## src/rtl/spi_reg_bridge_if.sv

```systemverilog
// Handshake and register-bank bundle between the SPI byte engine side and spi_reg_bridge.
// master = byte engine / board side, slave = the bridge.
interface spi_reg_bridge_if #(
    parameter int NUM_REGS = 8
);
    logic                  spi_cs;
    logic [7:0]            rx_data;
    logic                  rx_ready;
    logic                  rx_ack;
    logic [7:0]            tx_data;
    logic [NUM_REGS*8-1:0] regs_flat;
    logic                  wr_pulse;
    logic [6:0]            wr_addr;
    logic [7:0]            wr_data;
    logic                  frame_act;

    modport master (
        output spi_cs, rx_data, rx_ready,
        input  rx_ack, tx_data, regs_flat, wr_pulse, wr_addr, wr_data, frame_act
    );

    modport slave (
        input  spi_cs, rx_data, rx_ready,
        output rx_ack, tx_data, regs_flat, wr_pulse, wr_addr, wr_data, frame_act
    );
endinterface

```

## src/rtl/spi_reg_bridge.sv

```systemverilog
// Decodes CS-framed SPI byte streams into reads/writes of a small 8-bit register bank.
// Optional feature macro: SPI_REG_ID_EN (read-only ID byte at address 7'h7F).
module spi_reg_bridge #(
    parameter int         NUM_REGS = 8,
    parameter logic [7:0] ID_VALUE = 8'h5A
) (
    input logic             system_clk,
    input logic             rst_n,
    spi_reg_bridge_if.slave bus
);

    typedef enum logic [1:0] {
        IDLE,
        CMD,
        WR,
        RD
    } state_e;

    state_e     state_q, state_d;
    logic       csMeta_q, csSync_q, csPrev_q;
    logic [1:0] warm_q;
    logic       rdy_q, rdyPrev_q;
    logic [6:0] addr_q, addr_d;
    logic [7:0] tx_q, tx_d;
    logic [7:0] regs_q [NUM_REGS];
    logic       rxAck_q, wrPulse_q;
    logic [6:0] wrAddr_q;
    logic [7:0] wrData_q;

    logic       cs_s, csFall, accept, wrEn;

    assign cs_s   = csSync_q;
    // csPrev_q is held low until the synchroniser carries real pin values, so a CS
    // held low across reset is not mistaken for a fresh frame start.
    assign csFall = csPrev_q & ~cs_s;
    assign accept = rdy_q & ~rdyPrev_q & ~cs_s;

    function automatic logic isMapped(input logic [6:0] a);
`ifdef SPI_REG_ID_EN
        return ({25'd0, a} < 32'(NUM_REGS)) && (a != 7'h7F);
`else
        return ({25'd0, a} < 32'(NUM_REGS));
`endif
    endfunction

    function automatic logic [7:0] rdMux(input logic [6:0] a);
        logic [7:0] rd;
        rd = 8'h00;
        for (int i = 0; i < NUM_REGS; i++) begin
            if (a == 7'(i)) rd = regs_q[i];
        end
`ifdef SPI_REG_ID_EN
        if (a == 7'h7F) rd = ID_VALUE;
`endif
        return rd;
    endfunction

`ifndef SPI_REG_ID_EN
    logic unusedIdValue;
    assign unusedIdValue = ^ID_VALUE;
`endif

    always_comb begin
        state_d = state_q;
        addr_d  = addr_q;
        tx_d    = tx_q;
        wrEn    = 1'b0;
        if (cs_s) begin
            state_d = IDLE;
            tx_d    = 8'h00;
        end else begin
            case (state_q)
                IDLE: begin
                    if (csFall) state_d = CMD;
                end
                CMD: begin
                    if (accept) begin
                        if (bus.rx_data[7]) begin
                            state_d = WR;
                            addr_d  = bus.rx_data[6:0];
                        end else begin
                            state_d = RD;
                            tx_d    = rdMux(bus.rx_data[6:0]);
                            addr_d  = bus.rx_data[6:0] + 7'd1;
                        end
                    end
                end
                WR: begin
                    if (accept) begin
                        wrEn   = isMapped(addr_q);
                        addr_d = addr_q + 7'd1;
                    end
                end
                RD: begin
                    if (accept) begin
                        tx_d   = rdMux(addr_q);
                        addr_d = addr_q + 7'd1;
                    end
                end
                default: state_d = IDLE;
            endcase
        end
    end

    always_ff @(posedge system_clk or negedge rst_n) begin
        if (!rst_n) begin
            csMeta_q  <= 1'b1;
            csSync_q  <= 1'b1;
            csPrev_q  <= 1'b0;
            warm_q    <= 2'b00;
            rdy_q     <= 1'b0;
            rdyPrev_q <= 1'b0;
            state_q   <= IDLE;
            addr_q    <= 7'd0;
            tx_q      <= 8'h00;
            rxAck_q   <= 1'b0;
            wrPulse_q <= 1'b0;
            wrAddr_q  <= 7'd0;
            wrData_q  <= 8'h00;
            for (int i = 0; i < NUM_REGS; i++) regs_q[i] <= 8'h00;
        end else begin
            csMeta_q  <= bus.spi_cs;
            csSync_q  <= csMeta_q;
            warm_q    <= {warm_q[0], 1'b1};
            csPrev_q  <= csSync_q & warm_q[1];
            rdy_q     <= bus.rx_ready;
            rdyPrev_q <= rdy_q;
            state_q   <= state_d;
            addr_q    <= addr_d;
            tx_q      <= tx_d;
            rxAck_q   <= accept;
            wrPulse_q <= wrEn;
            if (wrEn) begin
                wrAddr_q <= addr_q;
                wrData_q <= bus.rx_data;
            end
            for (int i = 0; i < NUM_REGS; i++) begin
                if (wrEn && (addr_q == 7'(i))) regs_q[i] <= bus.rx_data;
            end
        end
    end

    assign bus.rx_ack    = rxAck_q;
    assign bus.tx_data   = tx_q;
    assign bus.wr_pulse  = wrPulse_q;
    assign bus.wr_addr   = wrAddr_q;
    assign bus.wr_data   = wrData_q;
    assign bus.frame_act = ~cs_s;

    for (genvar g = 0; g < NUM_REGS; g++) begin : g_flat
        assign bus.regs_flat[8*g +: 8] = regs_q[g];
    end

endmodule
```

## src/flat_wrapper.sv

```systemverilog
// flat-port wrapper written by rule: the top's interface ports become plain ports
module spi_reg_bridge_flat 
#(
    parameter int         NUM_REGS = 8,
    parameter logic [7:0] ID_VALUE = 8'h5A
)
  (system_clk, rst_n, bus_spi_cs, bus_rx_data, bus_rx_ready, bus_rx_ack, bus_tx_data, bus_regs_flat, bus_wr_pulse, bus_wr_addr, bus_wr_data, bus_frame_act);
  spi_reg_bridge_if #(.NUM_REGS(NUM_REGS)) bus_i ();
  input logic system_clk;
  input logic rst_n;
  input wire logic [$bits(bus_i.spi_cs)-1:0] bus_spi_cs;
  input wire logic [$bits(bus_i.rx_data)-1:0] bus_rx_data;
  input wire logic [$bits(bus_i.rx_ready)-1:0] bus_rx_ready;
  output wire logic [$bits(bus_i.rx_ack)-1:0] bus_rx_ack;
  output wire logic [$bits(bus_i.tx_data)-1:0] bus_tx_data;
  output wire logic [$bits(bus_i.regs_flat)-1:0] bus_regs_flat;
  output wire logic [$bits(bus_i.wr_pulse)-1:0] bus_wr_pulse;
  output wire logic [$bits(bus_i.wr_addr)-1:0] bus_wr_addr;
  output wire logic [$bits(bus_i.wr_data)-1:0] bus_wr_data;
  output wire logic [$bits(bus_i.frame_act)-1:0] bus_frame_act;
  assign bus_i.spi_cs = bus_spi_cs;
  assign bus_i.rx_data = bus_rx_data;
  assign bus_i.rx_ready = bus_rx_ready;
  assign bus_rx_ack = bus_i.rx_ack;
  assign bus_tx_data = bus_i.tx_data;
  assign bus_regs_flat = bus_i.regs_flat;
  assign bus_wr_pulse = bus_i.wr_pulse;
  assign bus_wr_addr = bus_i.wr_addr;
  assign bus_wr_data = bus_i.wr_data;
  assign bus_frame_act = bus_i.frame_act;
  spi_reg_bridge #(.NUM_REGS(NUM_REGS), .ID_VALUE(ID_VALUE)) u_core (.system_clk(system_clk), .rst_n(rst_n), .bus(bus_i));
endmodule
```

## config.mk

```make
export PLATFORM = sky130hd
export DESIGN_NAME = spi_reg_bridge_flat
export DESIGN_NICKNAME = d
export VERILOG_FILES = /design/src/rtl/spi_reg_bridge_if.sv /design/src/rtl/spi_reg_bridge.sv /design/src/flat_wrapper.sv
export SDC_FILE = /design/constraint.sdc
export NUM_CORES = 1
export LEC_CHECK = 0
export ABC_AREA = 1
export BUFFER_PORTS_ARGS = -buffer_cell sky130_fd_sc_hd__buf_2
export CORE_ASPECT_RATIO = 0.7
export CORE_MARGIN = 5
export CORE_UTILIZATION = 55
export DETAILED_ROUTE_END_ITERATION = 10
export GPL_TIMING_DRIVEN = 0
export PLACE_DENSITY = 0.88
export RECOVER_POWER = 25
export SYNTH_ARGS = -nofsm -noshare
export SYNTH_HDL_FRONTEND = slang
export SYNTH_SLANG_ARGS = --single-unit
```

## constraint.sdc

```tcl
create_clock -name system_clk -period 2.8 [get_ports system_clk]
set_clock_uncertainty 0.1 [all_clocks]
set_input_delay 0.28 -clock system_clk [delete_from_list [all_inputs] [get_ports system_clk]]
set_output_delay 0.28 -clock system_clk [all_outputs]
set_load 0.01 [all_outputs]
```

==> results_dict.tcl <==
set metrics [dict create \
    clkTransAtPathRegs_ps 70 \
    finalHoldViolCount 0 \
    max_freq_mhz 371 \
    rsz0062_at_grt "no" \
    nFillCells 908 \
    critPathArrivalTime_ps 2840 \
    syn_area_per_cell_um2 7.62 \
    ios 102 \
    yosys_warnings 0 \
    setup_viol 0 \
    worstSetupStartpointType "input port" \
    rows 31 \
    leakagePower_uw 0.00338 \
    seq_power_share_pct 46.0 \
    final_common_cell "nand2_1" \
    ys_seq_area_share_pct 46.5 \
    start_util_pct 55.4 \
    r2r_start "u_core.rdyPrev_q" \
    drive_above_1_share_pct 16.1 \
    via_per_inst 5.75 \
    vias 5708 \
    post_cts_resized 0 \
    routed_wl_um 17200 \
    wl_per_cell_um 17.4 \
    netlist_instances 742 \
    clk-insertion-delay-late_ps 360 \
    nets 877 \
    synth_seq_cells 105 \
    synth_fp_nets 762 \
    antenna_found_initial 0 \
    grt_overflow 0 \
    dp.final_hpwl_um 12400 \
    reg2reg_depth 8 \
    hold_path_depth 3 \
    status "complete, no violations" \
    die_w_um 131 \
    synth_area_mm2 0.00565 \
    slew_headroom_pct 5.48 \
    drtAntennaViolNets 0 \
    grt_pass1_wl_um 27500 \
    crit_required_ps 2950 \
    io_buffers 101 \
    first_global_vias 5137 \
    drt_iter0_drc 648 \
    ys_types 35 \
    critPathBufInv 5 \
    clk_path_buf_depth 2 \
    crit_path_max_fanout 11 \
    cts_tree "built" \
    crit_type "in2reg" \
    path_common_cell "nand2_1" \
    globalplace.congestion 0.969 \
    cts_setup_buffers 0 \
    rr_endpoint "u_core.bus.regs_flat[32]" \
    clockRootBuffer "clkbuf_16" \
    clockPowerShare_pct 34.3 \
    final-max-slew-violation-count 0 \
    finish.utilization_pct 64.9 \
    grt_max_degree 59 \
    dr.pass1.iters 7 \
    numCtsBuffers 9 \
    grtUsageTotal_pct 27.9 \
    die_h_um 94.8 \
    period_share_pct 96.2 \
    final_cell_mix "nand2_1, dfrtp_1, buf_2, a21oi_1, o21ai_0" \
    swShare_pct 31.9 \
    combPwrFrac_pct 19.6 \
    hold_slack_ps 180 \
    area_growth_pct 17.2 \
    ir_drop_mv 0.336 \
    hold_path_class "in2reg" \
    drv_cap 0 \
    fin_cells 993 \
    crit_path_max_incr_delay_ps 700 \
    cp_cell_sequence "buf_2 > inv_1 > clkbuf_1 > ha_1 > inv_1 > nor3_1 > buf_2 > a21oi_1 > nand2_1 > nand2_1 > nand3_1 > nand2_1" \
    antenna_cells 0 \
    r2r_slack_ps 250 \
    powerDensity_mw_per_mm2 549 \
    p_total_uw 3640 \
    cp_slowest_cell "nor3_1" \
    whs_endpoint "u_core.bus.regs_flat[47]" \
    cts_num_sinks 105 \
    p_int_uw 2480 \
    dpl.cell_count 976 \
    netSwitchingPower_uw 1160 \
    h-tree-depth 3 \
    die_area_mm2 0.0124 \
    fp.coreArea_mm2 0.0102 \
    worst_pin_slew_ps 1420 \
    min-delay-start "bus_rx_data[7]" \
    crit_family "buffers and inverters" \
    end_kind "flip-flop" \
    drt_drc_violations_left 0 \
    min_period_ps 2690 \
]
==> logic make-up after synthesis <==
group / count (synthesis) / share of synthesized area (%)
fa+ha+maj: 8 / 1.77
mux: 1 / 0.199
compound gates: 169 / 15.8
flops: 105 / 46.5
other cells: 1 / 0.0663
xor+xnor: 4 / 0.620
buf+inv: 91 / 6.44
simple gates: 363 / 28.6
==> power groups by stage <==
stage               Clock [µW]  Sequential [µW]  Combinational [µW]
finish                    1250             1680                 715
global route              1320             1680                 801
CTS                       1260             1670                 711
detailed placement           0             1700                 704
global placement             0             1690                 686
floorplan                    0             1690                 483
==> worst max-delay path by stage <==
stage,startpoint,endpoint,cells after the start
6_report,bus_rx_data[0],u_core.bus.tx_data[4],12
4_1_cts,bus_rx_data[1],u_core.bus.tx_data[7],19
3_5_place_dp,bus_rx_data[1],u_core.bus.tx_data[7],19
5_1_grt,bus_rx_data[0],u_core.bus.tx_data[4],13
2_1_floorplan,bus_rx_data[1],u_core.bus.tx_data[7],18
3_3_place_gp,bus_rx_data[1],u_core.bus.tx_data[7],19
==> routing by layer <==
metal	up-vias	track usage [%]	routed length [µm]
li1	2661	-	-
met1	2681	41.4	7440
met2	332	40.8	7360
met3	32	6.39	2090
met4	2	7.53	295
met5	-	3.97	60
==> final cells by class <==
type	count	area [µm²]	area share, %
Tap cell	132	165	2.49
Clock inverter	5	56.3	0.850
Buffer	25	116	1.76
Sequential cell	105	2630	39.7
Multi-Input combinational cell	546	2650	40.0
Inverter	65	244	3.68
Clock buffer	10	229	3.46
Timing Repair Buffer	105	532	8.03
==> state kept, by name, indices dropped and copies added (netlist names) <==
register,count
u_core.bus.regs_flat,64
u_core.bus.tx_data,8
u_core.bus.wr_data,8
u_core.addr_q,7
u_core.bus.wr_addr,7
u_core.state_q,2
u_core.warm_q,2
u_core.bus.rx_ack,1
u_core.bus.wr_pulse,1
u_core.csMeta_q,1
u_core.csPrev_q,1
u_core.csSync_q,1
u_core.rdyPrev_q,1
u_core.rdy_q,1
==> worst reg2reg max path, stage by stage, from the launching register on <==
cell     delay (ps)
dfrtp_1         400
nor2_4          140
inv_2            50
nor2_1          150
inv_1           120
nor4_4          860
nand2_2         340
nand2_1         140
o21ai_0         100
==> stage by stage <==
stage	cell area [µm²]	setup slack, ps	TNS (ps)
2_1_floorplan	5650	732	0
3_3_place_gp	6320	-150	-791
3_5_place_dp	6350	-188	-1070
4_1_cts	6670	192	0
5_1_grt	6620	9.44	0
6_report	6620	107	0
==> what timing repair did <==
action,4_1_cts,5_1_grt
hold buffers,3,0
endpoints found under the hold margin,59,0
endpoints found under the setup margin,0,7
==> synthesized netlist by cell type <==
library cell / number / share of area [%]
nand2_1: 237 / 16
dfrtp_1: 103 / 46
a21oi_1: 74 / 6.6
o21ai_0: 71 / 6.3
nand3_1: 61 / 5.4
inv_1: 58 / 3.9
nor2_1: 29 / 1.9
nor3_1: 15 / 1.3
clkbuf_1: 13 / 0.86
buf_2: 12 / 1.1
ha_1: 8 / 1.8
o21ai_1: 8 / 0.71
o21ai_2: 8 / 1.2
inv_2: 7 / 0.46
nor3_2: 4 / 0.71
xor2_1: 4 / 0.62
nand2_4: 3 / 0.60
nor2_4: 3 / 0.60
a31oi_1: 2 / 0.22
dfstp_2: 2 / 0.93
nand3_4: 2 / 0.62
nor2_2: 2 / 0.22
nor3_4: 2 / 0.58
o211ai_1: 2 / 0.27
o22ai_1: 2 / 0.22
a32o_1: 1 / 0.18
buf_6: 1 / 0.20
conb_1: 1 / 0.066
mux2_2: 1 / 0.20
nand2_2: 1 / 0.11
nand3b_1: 1 / 0.13
nand4_1: 1 / 0.11
nor4_4: 1 / 0.38
o221ai_1: 1 / 0.15
or2_2: 1 / 0.11
Note: power is estimated with default switching activity, not from simulation.
